<file path="config.mk">
export PLATFORM = sky130hd
export DESIGN_NAME = mem_stage_lsu
export DESIGN_NICKNAME = d
export VERILOG_FILES = /design/src/rtl/mem_stage_lsu.sv
export SDC_FILE = /design/constraint.sdc
export NUM_CORES = 1
export LEC_CHECK = 0
export ABC_AREA = 0
export CORE_AREA = 5 5 122 124
export DETAILED_ROUTE_END_ITERATION = 7
export DIE_AREA = 0 0 127 129
export GPL_ROUTABILITY_DRIVEN = 0
export GPL_TIMING_DRIVEN = 0
export PLACE_DENSITY = 0.95
export SLEW_MARGIN = 15
export SYNTH_ARGS = -nofsm -noshare
export SYNTH_HDL_FRONTEND = slang
export SYNTH_SLANG_ARGS = --single-unit
</file>
<file path="constraint.sdc">
create_clock -name clk -period 2.3 [get_ports clk]
set_clock_uncertainty 0.1 [all_clocks]
set_input_delay 0.46 -clock clk [delete_from_list [all_inputs] [get_ports clk]]
set_output_delay 0.46 -clock clk [all_outputs]
set_load 0.005 [all_outputs]
</file>
<file path="src/rtl/mem_stage_lsu.sv">
// rtl/mem_stage_lsu.sv - MEM-stage load/store unit: dmem req/ack, pipeline stall, MEM/WB register
// Optional build macro: MEM_STAGE_MISALIGN_TRAP_EN (trap misaligned ld/st instead of word-aligning).
module mem_stage_lsu #(
    parameter int DATA_W  = 32,
    parameter int ADDR_W  = 32,
    parameter int RA_W    = 5,
    parameter int TIMEOUT = 16
) (
    input  logic              clk,
    input  logic              rst_n,
    input  logic [DATA_W-1:0] alu_result_in,
    input  logic [DATA_W-1:0] rs2_data_in,
    input  logic [RA_W-1:0]   rd_addr_in,
    input  logic              MemRead_in,
    input  logic              MemWrite_in,
    input  logic              RegWrite_in,
    input  logic              MemToReg_in,
    output logic              stall_o,
    output logic              dmem_req_o,
    output logic              dmem_we_o,
    output logic [ADDR_W-1:0] dmem_addr_o,
    output logic [DATA_W-1:0] dmem_wdata_o,
    input  logic              dmem_ack_i,
    input  logic [DATA_W-1:0] dmem_rdata_i,
    output logic [DATA_W-1:0] mem_data_out,
    output logic [DATA_W-1:0] alu_result_out,
    output logic [RA_W-1:0]   rd_addr_out,
    output logic              RegWrite_out,
    output logic              MemToReg_out,
    output logic              bus_err_o,
    output logic              misalign_o
);
    localparam int CNT_W = $clog2(TIMEOUT);

    typedef enum logic {S_IDLE, S_BUSY} state_t;

    state_t            state_q;
    logic [CNT_W-1:0]  cnt_q;
    logic              req_q, we_q, rw_q, m2r_q, is_load_q;
    logic [DATA_W-1:0] alu_q, wdata_q;
    logic [RA_W-1:0]   rd_q;
    logic [DATA_W-1:0] mem_data_q, alu_out_q;
    logic [RA_W-1:0]   rd_out_q;
    logic              rw_out_q, m2r_out_q, bus_err_q, misalign_q;
    logic              mem_op, trap, timeout;

    assign mem_op  = MemRead_in | MemWrite_in;
    assign timeout = (cnt_q == CNT_W'(TIMEOUT - 1));

`ifdef MEM_STAGE_MISALIGN_TRAP_EN
    assign trap        = mem_op & (alu_result_in[1:0] != 2'b00);
    assign dmem_addr_o = req_q ? alu_q[ADDR_W-1:0] : '0;
    assign misalign_o  = misalign_q;
`else
    assign trap        = 1'b0;
    assign dmem_addr_o = req_q ? {alu_q[ADDR_W-1:2], 2'b00} : '0;
    assign misalign_o  = 1'b0;
`endif

    // Stall is gated by rst_n so it drops with reset, not at the next edge.
    assign stall_o = rst_n & ((state_q == S_IDLE) ? (mem_op & ~trap)
                                                  : (~dmem_ack_i & ~timeout));

    assign dmem_req_o     = req_q;
    assign dmem_we_o      = req_q & we_q;
    assign dmem_wdata_o   = (req_q & we_q) ? wdata_q : '0;
    assign mem_data_out   = mem_data_q;
    assign alu_result_out = alu_out_q;
    assign rd_addr_out    = rd_out_q;
    assign RegWrite_out   = rw_out_q;
    assign MemToReg_out   = m2r_out_q;
    assign bus_err_o      = bus_err_q;

    always_ff @(posedge clk or negedge rst_n) begin
        if (!rst_n) begin
            state_q    <= S_IDLE;
            cnt_q      <= '0;
            req_q      <= 1'b0;
            we_q       <= 1'b0;
            is_load_q  <= 1'b0;
            rw_q       <= 1'b0;
            m2r_q      <= 1'b0;
            alu_q      <= '0;
            wdata_q    <= '0;
            rd_q       <= '0;
            mem_data_q <= '0;
            alu_out_q  <= '0;
            rd_out_q   <= '0;
            rw_out_q   <= 1'b0;
            m2r_out_q  <= 1'b0;
            bus_err_q  <= 1'b0;
            misalign_q <= 1'b0;
        end else begin
            // Bubble unless a branch below captures an instruction.
            mem_data_q <= '0;
            alu_out_q  <= '0;
            rd_out_q   <= '0;
            rw_out_q   <= 1'b0;
            m2r_out_q  <= 1'b0;
            bus_err_q  <= 1'b0;
            misalign_q <= 1'b0;
            case (state_q)
                S_IDLE: begin
                    if (trap) begin
                        misalign_q <= 1'b1;
                    end else if (mem_op) begin
                        state_q   <= S_BUSY;
                        req_q     <= 1'b1;
                        cnt_q     <= '0;
                        we_q      <= MemWrite_in;
                        is_load_q <= MemRead_in;
                        alu_q     <= alu_result_in;
                        wdata_q   <= rs2_data_in;
                        rd_q      <= rd_addr_in;
                        rw_q      <= RegWrite_in;
                        m2r_q     <= MemToReg_in;
                    end else begin
                        alu_out_q <= alu_result_in;
                        rd_out_q  <= rd_addr_in;
                        rw_out_q  <= RegWrite_in;
                        m2r_out_q <= MemToReg_in;
                    end
                end
                S_BUSY: begin
                    if (dmem_ack_i) begin
                        state_q    <= S_IDLE;
                        req_q      <= 1'b0;
                        alu_out_q  <= alu_q;
                        mem_data_q <= is_load_q ? dmem_rdata_i : '0;
                        rd_out_q   <= rd_q;
                        rw_out_q   <= rw_q;
                        m2r_out_q  <= m2r_q;
                    end else if (timeout) begin
                        state_q   <= S_IDLE;
                        req_q     <= 1'b0;
                        bus_err_q <= 1'b1;
                    end else begin
                        cnt_q <= cnt_q + 1'b1;
                    end
                end
                default: state_q <= S_IDLE;
            endcase
        end
    end
endmodule

</file>
Word level (Yosys, flattened, before mapping):

Index checks and enable logic that the tools add are counted.

* flip-flop bits (word level): 151
* memories kept: 0
* input port bits: 108
* memory bits (read-only): 0
* word-level logic and storage cells: 65
* output and inout bits: 140
* RAM bits: 0
* latch bits: 0

* divide/modulo/power cells: 0
* equal/unequal tests: 5
* reduce and logical (&&, ||, !) cells: 3
* $mul: 0
* muxes and demuxes: 33
* shift-type cells: 0
* add/subtract/negate cells: 1
* order comparisons: 0
* bitwise logic cells: 7

Operators with widths (number)
* 32-bit 2-to-1 mux: 7
* 32-bit case mux with 2 select lines: 1
* 1-bit 2-to-1 mux: 14
* 4-bit 2-to-1 mux: 3
* 5-bit 2-to-1 mux: 2
* 5-bit case mux with 2 select lines: 1
* 1-bit case mux with 2 select lines: 4
* 4-bit case mux with 2 select lines: 1
* 2-bit inequality test (second input constant): 3
* 4-bit by 1-bit adder with 4-bit output (second input constant): 1
* 4-bit == test (second input constant): 1
* 2-bit AND reduction: 2
* 1-bit AND: 3
* 3-bit by 2-bit inequality test with 1-bit output (second input constant): 1
* 1-bit NOT: 3
* 3-bit AND reduction: 1
* 1-bit bitwise OR: 1

Longest topological paths before layout:

Gate-level depths: netlist of run 1.

* word-level depth: 5
* mapped depth: 5
* mapped depth without buffers: 4

Worst setup path before layout of run 1:

No wires, ideal clock.

* path type: input to output
* from: input MemWrite_in
* to: output stall_o
* path slack: 0.699 ns
* path buffers: 2
* stages on the path: 4
* data arrival time: 1.041 ns
* cells stage by stage: o21bai_1 buf_6 buf_6 a21boi_1

* word-level cells in the longest chain between the ends: 3

Ends and longest elaborated chain
* from (decl): RTL line 15 `input logic MemWrite_in,`
* 1-bit bitwise OR: RTL line 47 `assign mem_op = MemRead_in | MemWrite_in;`
* 1-bit 2-to-1 mux: RTL line 61 `assign stall_o = rst_n & ((state_q == S_IDLE) ? (mem_op & ~trap)`
* 1-bit AND: RTL line 61
* to (decl): RTL line 18 `output logic stall_o,`

No other way between the ends.

Final worst setup path of run 1:

* from: input dmem_ack_i
* to: output stall_o

* word-level cells in the longest chain between the ends: 4

Ends and longest elaborated chain
* from (decl): RTL line 23 `input logic dmem_ack_i,`
* 1-bit NOT: RTL line 62 `: (~dmem_ack_i & ~timeout));`
* 1-bit AND: RTL line 62
* 1-bit 2-to-1 mux: RTL line 61
* 1-bit AND: RTL line 61

No other way between the ends.

==> impl_results.md, run 1 <==
- Clock Root Buffer: clkbuf_16
- Fin. max-slew vios: 0
- Initial DRC count: 179
- Ant diodes: 0
- Reg-to-reg setup timing slack: 0.61 ns
- Leading area contributor after synthesis: dfrtp_1
- Highest metal used: met4
- Worst-Margin Slew: 0.5483 ns
- Largest cells by area after synthesis: dfrtp_1 60%, mux2_4 17%, and3_1 6.4%
- Crit path cell chain: clkdlybuf4s50_1 -> nor2b_1 -> nand2_4 -> a21boi_2 -> clkdlybuf4s15_2
- CP max stage delay: 0.46 ns
- Vias per cell: 5.057
- Worst-path clk slew: 0.06 ns
- Syn_area_per_cell: 14.94 um^2
- Peak VDD IR: 0.5242 mV
- Fin crit period: 2.245 ns
- WL final: 17550 um
- Port Buffers: 244
- P_sw: 2.681 mW
- Chip Width: 127 um
- Comb pwr share: 0.331
- Crit path required time: 1.74 ns
- Number of enable flip-flop cells after synthesis: 0
- Critical path type: in -> out
- Final hold viol count: 0
- Worst skew pair latency: 0.41 ns
- Arrival @ worst endpoint: 1.68 ns
- Cell count along the critical path: 5
- Net count, final: 800
- Worst setup path endpoint: stall_o
- Fin Setup TNS: 0 ns
- Status: complete, no violations
- Nature of the critical path startpoint: input pin
- Max FO, Critical Path: 7
- TritonCTS clock tree: yes
- Share of total power in the clock network: 0.291
- Initial antenna violation count: 0
- Post-route ant nets: 0
- Reg2Reg Launch Point: state_q
- Vias in the first global route: 4900
- # IOs: 248
- Die area: 0.01638 mm^2
- Gr ovfl total: 0
- Sw frac: 0.2676
- HP Class: in -> reg
- DR WL/cell: 19.92 um
- Critical Path Sink Type: primary output
- P_int: 7.338 mW
- Area Overhead vs Synth: 53.94%
- Largest net degree at the start of global routing: 110
- Dpl hpwl: 12900 um
- Fin crit share: 0.9759
- FF-to-FF path depth: 5
- GRT Util Overall: 0.2165
- First-pass GRT wire length: 27260 um
- Cell area after synthesis: 0.006275 mm^2
- Crit. Startpoint: dmem_ack_i
- Buffer and inverter count on the worst path: 2
- Core area: 0.01367 mm^2
- Final Non-Filler Cells: 881
- R2r endpoint: alu_q[0]
- Kind of cell adding the most delay to the critical path: buffers and inverters
- Clock buffer depth: 2
- Layout cells sized above 1: 0.2140
- Achievable clock frequency: 0.4455 GHz
- DR pass1 iterations: 4
- Synth top area share: 0.6022
- Cell count after synthesis: 420
- Seq pwr share: 0.378
- Leakage: 4.911 nW
- Row cnt: 43
- Routed vias: 4455
- Register area share after synthesis: 0.6022
- TritonCTS Buffers: 17
- Htree depth: 4
- Max transition margin: 0.6345
- Sink Count: 151
- Finish-stage setup viols: 0
- Prevailing post-synth register cell: dfrtp_1
- Yosys reg bits: 151
- # placed instances: 847
- Met2 wire length: 9125 um
- Max_cap viols: 0
- Critical-path top delay cell: clkdlybuf4s50_1
- DR DRC count: 0
- Warnings, synthesis: 0
- Power Density: 1037 mW/mm^2
- DR WL met3: 1199 um
- WL met1: 6691 um
- Height of the die: 129 um
- Initial Util: 0.4592
- Count of cell types in the netlist: 24
- Async set or reset register ratio after synthesis: 1.000
-- worst register-to-register path, cell delays in order, from the launching register on --
cell      delay (ns)
dfrtp_2         0.43
o21bai_1        0.14
buf_6           0.13
buf_4           0.25
buf_12          0.20
mux2_4          0.32
-- per-stage QoR --
| step | area, um^2 | hold WS [ns] | power (mW) | worst slack, ns | utilization |
|---|---|---|---|---|---|
| detailed placement | 8982 | 0.2679 | 7.229 | -0.4638 | 0.6573 |
| CTS | 9647 | 0.4067 | 10.08 | 0.03675 | 0.7059 |
| floorplan | 6282 | 0.06441 | 5.454 | 0.6992 | - |
| global placement | 8950 | 0.3854 | 7.073 | -5.021 | 0.6549 |
| finish | 9659 | 0.2629 | 10.02 | 0.05534 | 0.7068 |
| global route | 9659 | 0.2723 | 10.51 | -0.02271 | 0.7068 |
-- cells by family after synthesis --
kind of cell    after synthesis  share of synthesized area
other cells                   1                  0.0005976
simple gates                108                     0.1047
flops                       151                     0.6022
mux                          77                     0.1815
buf+inv                      38                    0.04826
compound gates               44                    0.06082
fa+ha+maj                     1                   0.001994
-- cell usage in the layout, fill, tap and decap left out, types with 2 or more instances in the layout --
master / instances
buf_2: 11
dlygate4sd2_1: 62
clkdlybuf4s50_1: 179
clkbuf_16: 17
a22o_1: 39
clkbuf_2: 2
mux2i_1: 2
dfrtp_2: 3
buf_12: 9
buf_6: 2
mux2_2: 2
and3_1: 64
nor2b_1: 3
nand2_1: 3
and2_1: 32
clkinv_2: 2
mux2_4: 73
nor2_1: 2
buf_4: 7
dfrtp_1: 148
clkbuf_1: 4
bufinv_16: 4
clkbuf_4: 4
a32o_1: 2
conb_1: 3
clkbuf_8: 6
-- timing repair --
item                                    in CTS  in global routing
gates cloned                                 0                  0
buffers inserted                             4                  0
gates resized for setup                     90                  3
hold buffers                                 2                  0
endpoints found under the setup margin      64                  1
hold endpoints to repair                    42                  0
-- power groups by stage --
stage                     logic, mW  clock network, mW  registers (mW)
after CTS                      3.36               2.95            3.78
after global placement         3.32                  0            3.75
after global routing           3.59               3.06            3.87
final                          3.32               2.91            3.79
after detailed placement       3.44                  0            3.79
after floorplan                1.76                  0            3.69
-- cells in the mapped netlist, types with 2 or more instances --
cell type / instances
clkbuf_1: 13
mux2_2: 2
a22o_1: 39
nor2b_1: 3
nand3_1: 2
buf_2: 10
buf_6: 2
mux2_4: 73
a32o_1: 2
and2_1: 32
nor2_1: 2
mux2i_1: 2
nand2_1: 4
buf_4: 5
dfrtp_1: 151
and3_1: 64
buf_12: 7
-- worst min path at each step --
stage,cells after the start,slack [ns],start,end
after global placement,1,0.39,rd_q[0],rd_addr_out[0]
after detailed placement,1,0.27,rst_n,wdata_q[16]
after CTS,1,0.41,rd_q[0],rd_addr_out[0]
after global routing,2,0.27,MemWrite_in,we_q
final,2,0.26,MemWrite_in,we_q
after floorplan,0,0.06,rst_n,MemToReg_out
-- layout make-up --
type / instances / area [um^2]
clock buffer: 21 / 470.5
multi-input combinational: 233 / 2217
timing repair buffer: 251 / 2471
tap: 180 / 225.2
fill: 920 / 4006
inverter: 1 / 3.754
clock inverter: 8 / 146.4
buffer: 36 / 342.8
sequential: 151 / 3782
-- per-layer routing --
metal | global-route usage | vias up
met5 | 0 | -
met4 | 0.08644 | 0
met3 | 0.06102 | 38
met2 | 0.3767 | 183
met1 | 0.2545 | 2221
li1 | - | 2013
-- flip-flops by register name, summed over array words and instances, names as in the netlist --
register,cells
state_q,1
RegWrite_out,1
MemToReg_out,1
cnt_q,4
rd_q,5
dmem_req_o,1
wdata_q,32
alu_q,32
mem_data_out,32
we_q,1
rw_q,1
rd_addr_out,5
m2r_q,1
alu_result_out,32
is_load_q,1
bus_err_o,1
Note: power is estimated with default switching activity, not from simulation.
==> run 2, diff against run 1 <==
- CAP_MARGIN: unset -> 10
- CORE_AREA: 5 5 122 124 -> 5 5 123 125
- DIE_AREA: 0 0 127 129 -> 0 0 128 130
- PLACE_DENSITY: 0.95 -> 0.94
==> run 2 against run 1 <==
Effect of this change: the run now ends with negative hold slack left; design area is 0.69% higher; non-clock buffer count is 5 higher; critical path depth stayed put; via count is 1.1% higher; power is 0.99% higher; first-iteration DRC count is 37% higher; critical path type is now reg -> out; largest cell class unchanged.
==> impl_results.md, run 2 (synthesis results as in run 1) <==
- Status: complete, but fails checks
- Failing checks: negative hold slack
- Worst-Margin Slew: 0.5284 ns
- Peak VDD IR: 0.5839 mV
- Gr ovfl total: 0
- Fin crit share: 0.9745
- Sink Count: 151
- Critical-path top delay cell: dfrtp_2
- GRT Util Overall: 0.2241
- Reg2Reg Launch Point: state_q
- TritonCTS clock tree: yes
- Core area: 0.01377 mm^2
- Max_cap viols: 0
- DR WL/cell: 20.78 um
- Post-route ant nets: 0
- Max FO, Critical Path: 10
- Die area: 0.01664 mm^2
- Achievable clock frequency: 0.4461 GHz
- DR DRC count: 0
- HP Class: in -> async
- Cell count along the critical path: 5
- Vias per cell: 5.070
- Fin. max-slew vios: 0
- Arrival @ worst endpoint: 1.68 ns
- Critical Path Sink Type: primary output
- Pwr Total: 10.12 mW
- Max transition margin: 0.6477
- Finish-stage setup viols: 0
- Sw frac: 0.2776
- Port Buffers: 244
- Setup ws final: 0.05859 ns
- DR pass1 iterations: 6
- Initial DRC count: 245
- First-pass GRT wire length: 28220 um
- Crit. Startpoint: dmem_req_o
- RSZ-0062 raised after global routing: no
- Clock Root Buffer: clkbuf_16
- Height of the die: 130 um
- CP max stage delay: 0.41 ns
- Chip Width: 128 um
- Crit path required time: 1.74 ns
- Dpl hpwl: 13190 um
- FF-to-FF path depth: 5
- Fin Setup TNS: 0 ns
- Worst skew pair latency: 0.41 ns
- P_int: 7.308 mW
- # IOs: 248
- Vias in the first global route: 5014
- Initial antenna violation count: 0
- Final hold viol count: 67
- Fin crit period: 2.241 ns
- Leakage: 5.034 nW
- P_sw: 2.809 mW
- Kind of cell adding the most delay to the critical path: buffers and inverters
- Power Density: 1040 mW/mm^2
- WL final: 18450 um
- Commonest non-fill, non-tap cells in the layout: 178 x clkdlybuf4s50_1, 148 x dfrtp_1, 73 x mux2_4
- Row cnt: 43
- Worst-path clk slew: 0.06 ns
- Routed vias: 4502
- Area Overhead vs Synth: 55.00%
- Layout cells sized above 1: 0.2246
- Comb pwr share: 0.345
- TritonCTS Buffers: 17
- Largest net degree at the start of global routing: 85
- Buffer and inverter count on the worst path: 4
- Critical path type: reg -> out
- Crit path cell chain: buf_6 -> buf_4 -> clkbuf_8 -> and2_1 -> dlygate4sd2_1
- Layout fillers: 949
- Initial Util: 0.4556
- Ant diodes: 0
- Nature of the critical path startpoint: register
- Clock buffer depth: 2
- Seq pwr share: 0.374
- Final hold slack: -0.1146 ns
- Share of total power in the clock network: 0.280
- Place WS: -0.3584 ns
- Net count, final: 805
- Htree depth: 4
- Most common cell after layout, fill and taps aside: clkdlybuf4s50_1
## run 2: worst paths after layout
| path | to | slack (ns) |
|---|---|---|
| max in group asynchronous | state_q | 1.40 |
| worst min register to register | RegWrite_out | 0.40 |
| worst min-delay path | alu_result_out[3] | -0.11 |
| min in group clk | RegWrite_out | 0.40 |
| worst max-delay path | dmem_addr_o[3] | 0.06 |
| worst max register to register | rd_q[0] | 0.62 |
## run 2: power groups by stage
stage	logic, mW	registers [mW]	clock network (mW)
CTS	3.50	3.78	2.88
finish	3.49	3.79	2.84
global route	3.75	3.87	2.98
floorplan	1.76	3.69	0
global placement	3.34	3.74	0
detailed placement	3.46	3.80	0
## run 2: layout make-up
class	instances	area, um^2	share of cell area
Buffer	36	367.9	0.03782
Clock buffer	20	456.7	0.04696
Clock inverter	11	147.6	0.01518
Inverter	1	3.754	0.0003860
Multi-Input combinational cell	233	2221	0.2284
Sequential cell	151	3782	0.3889
Tap cell	180	225.2	0.02316
Timing Repair Buffer	256	2521	0.2592
## run 2: timing repair
action | CTS | global route
buffers inserted | 7 | 3
gates cloned | 1 | 0
endpoints found under the setup margin | 64 | 13
hold endpoints to repair | 67 | 67
resized for setup | 88 | 18
## run 2: through the flow
| step | util | instances | hold slack, ns | area [um^2] |
|---|---|---|---|---|
| 2_1_floorplan | - | 422 | 0.06441 | 6282 |
| 5_1_grt | 0.7061 | 888 | -0.09135 | 9726 |
| 6_report | 0.7061 | 888 | -0.1146 | 9726 |
| 4_1_cts | 0.7019 | 885 | -0.1010 | 9667 |
| 3_5_place_dp | 0.6522 | 847 | 0.3457 | 8982 |
| 3_3_place_gp | 0.6498 | 846 | 0.3841 | 8950 |
## run 2: layer usage
metal / up-vias / track usage / wire length, um
met5: - / 0 / 0
met4: 0 / 0.08177 / 490
met3: 37 / 0.06181 / 1310
met2: 194 / 0.4036 / 9867
met1: 2240 / 0.2560 / 6783
li1: 2031 / - / -
==> run 3, diff against run 2 <==
--- a/config.mk
+++ b/config.mk
@@ -7,8 +7,8 @@
 export LEC_CHECK = 0
 export ABC_AREA = 0
-export CAP_MARGIN = 10
-export CORE_AREA = 5 5 123 125
+export CAP_MARGIN = 20
+export CORE_AREA = 2 2 120 122
 export DETAILED_ROUTE_END_ITERATION = 7
-export DIE_AREA = 0 0 128 130
+export DIE_AREA = 0 0 122 124
 export GPL_ROUTABILITY_DRIVEN = 0
 export GPL_TIMING_DRIVEN = 0
==> constraint.sdc (replaced) <==
create_clock -name clk -period 2.3 [get_ports clk]
set_clock_uncertainty 0.1 [all_clocks]
set_input_delay 0.46 -clock clk [delete_from_list [all_inputs] [get_ports clk]]
set_output_delay 0.46 -clock clk [all_outputs]
set_load 0.01 [all_outputs]
==> run 3 against run 2 <==
Effect of this change: the flow now finishes without violations; power up 1.1%; routed wire length is 4.7% lower; largest power group unchanged; fmax is 3.0% higher; sequential power about the same; setup slack better by 0.065 ns; via count rose by 1.8%; sequential share of layout area fell by 0.13 points; critical endpoint is now stall_o; clock power about the same.
==> impl_results.md, run 3 (synthesis results as in run 1) <==
- Fin. max-slew vios: 0
- Vias per cell: 5.137
- Htree depth: 4
- Initial antenna violation count: 0
- Fin crit period: 2.176 ns
- Crit. Startpoint: MemWrite_in
- Largest net degree at the start of global routing: 58
- Row cnt: 43
- GRT Util Overall: 0.2375
- Share of total power in the clock network: 0.279
- Clock Root Buffer: clkbuf_16
- Sink Count: 151
- DR pass1 iterations: 4
- Vias in the first global route: 4905
- Dpl cell area: 0.008982 mm^2
- Layout fillers: 913
- Place WS: -0.4714 ns
- WL final: 17590 um
- Height of the die: 124 um
- Die area: 0.01513 mm^2
- Initial DRC count: 226
- Ant diodes: 0
- Dpl hpwl: 12050 um
- Comb pwr share: 0.352
- RSZ-0062 raised after global routing: no
- Clock buffer depth: 2
- Post-route ant nets: 0
- Final core utilization: 0.7113
- Reg-to-reg setup timing slack: 0.63 ns
- Critical Path Sink Type: primary output
- HP Class: in -> async
- Critical path type: in -> out
- Setup ws final: 0.1238 ns
- P_int: 7.250 mW
- Port Buffers: 244
- Crit path required time: 1.74 ns
- Most common cell after layout, fill and taps aside: clkdlybuf4s50_1
- Initial Util: 0.4574
- Chip Width: 122 um
- Worst setup path endpoint: stall_o
- # IOs: 248
- Net count, final: 808
- Nature of the critical path startpoint: input pin
- Achievable clock frequency: 0.4595 GHz
- Core area: 0.01372 mm^2
- Max FO, Critical Path: 10
- Fin crit share: 0.9462
- Seq pwr share: 0.369
- Finish-stage setup viols: 0
- Commonest non-fill, non-tap cells in the layout: 178 x clkdlybuf4s50_1, 148 x dfrtp_1, 73 x mux2_4
- Reg2Reg Launch Point: state_q
- R2r endpoint: alu_q[6]
- Fin area: 0.009758 mm^2
- Max_cap viols: 0
- First-pass GRT wire length: 26810 um
- Arrival @ worst endpoint: 1.62 ns
- TritonCTS clock tree: yes
- FF-to-FF path depth: 5
- Peak VDD IR: 0.4914 mV
- Routed vias: 4582
- Sw frac: 0.2912
- Final hold viol count: 0
- Power Density: 1048 mW/mm^2
- Status: complete, no violations
- # placed instances: 847
- Gr ovfl total: 0
- P_sw: 2.979 mW
- Pwr Total: 10.23 mW
- Layout cells sized above 1: 0.2233
- Leakage: 4.967 nW
- Worst skew pair latency: 0.41 ns
- DR WL/cell: 19.72 um
- Worst-path clk slew: 0.06 ns
- Area Overhead vs Synth: 55.51%
- Final hold slack: 0.04693 ns
- DR DRC count: 0
- Final Non-Filler Cells: 892
- TritonCTS Buffers: 17
- Fin Setup TNS: 0 ns
[run 3: cell types whose count changed in the layout (fill, tap and decap cells not counted), moves of 2 or more]
cell and change:
dlymetal6s2s_1 -9, buf_6 -2, dlygate4sd2_1 +10, inv_6 +2, clkbuf_8 -2, clkinv_4 +2, buf_12 +2
[run 3: worst min path at each step]
| stage | start | cells after the start | slack, ns | endpoint |
|---|---|---|---|---|
| floorplan | rst_n | 0 | 0.06 | MemToReg_out |
| global placement | rd_q[1] | 1 | 0.38 | rd_addr_out[1] |
| detailed placement | rst_n | 1 | 0.25 | mem_data_out[22] |
| CTS | rst_n | 3 | 0.06 | alu_q[2] |
| global route | rst_n | 3 | 0.07 | mem_data_out[18] |
| finish | rst_n | 3 | 0.05 | mem_data_out[5] |
[run 3: layout make-up]
type / instances / area [um^2] / share of cell area
Inverter: 1 / 3.754 / 0.0003847
Sequential cell: 151 / 3782 / 0.3876
Clock inverter: 13 / 170.2 / 0.01744
Buffer: 36 / 357.8 / 0.03667
Multi-Input combinational cell: 233 / 2208 / 0.2263
Tap cell: 180 / 225.2 / 0.02308
Timing Repair Buffer: 259 / 2567 / 0.2631
Clock buffer: 19 / 442.9 / 0.04539
[run 3: worst max-delay path, stage by stage]
cell	delay, ns
clkdlybuf4s50_1	0.50
o21bai_1	0.10
buf_6	0.13
buf_6	0.13
a21boi_1	0.14
buf_2	0.15
[run 3: what timing repair did]
action                                  in CTS  in global routing
hold buffers                                 4                  0
resized for setup                           93                  2
gates cloned                                 2                  0
endpoints found under the setup margin      64                  1
endpoints found under the hold margin       37                  0
buffers inserted                             6                  2
[run 3: power by group through the flow]
stage | sequential [mW] | clock [mW] | combinational, mW
final | 3.77 | 2.86 | 3.60
after CTS | 3.76 | 2.90 | 3.60
after global routing | 3.85 | 3.04 | 3.84
after floorplan | 3.77 | 0 | 1.89
after detailed placement | 3.79 | 0 | 3.63
after global placement | 3.74 | 0 | 3.53
[run 3: metal layers]
layer | vias to the layer above | wire (um) | GRT usage
met3 | 32 | 1300 | 0.07189
met1 | 2308 | 6750 | 0.2721
met5 | - | 0 | 0
li1 | 2044 | - | -
met4 | 0 | 389 | 0.08477
met2 | 198 | 9150 | 0.4214
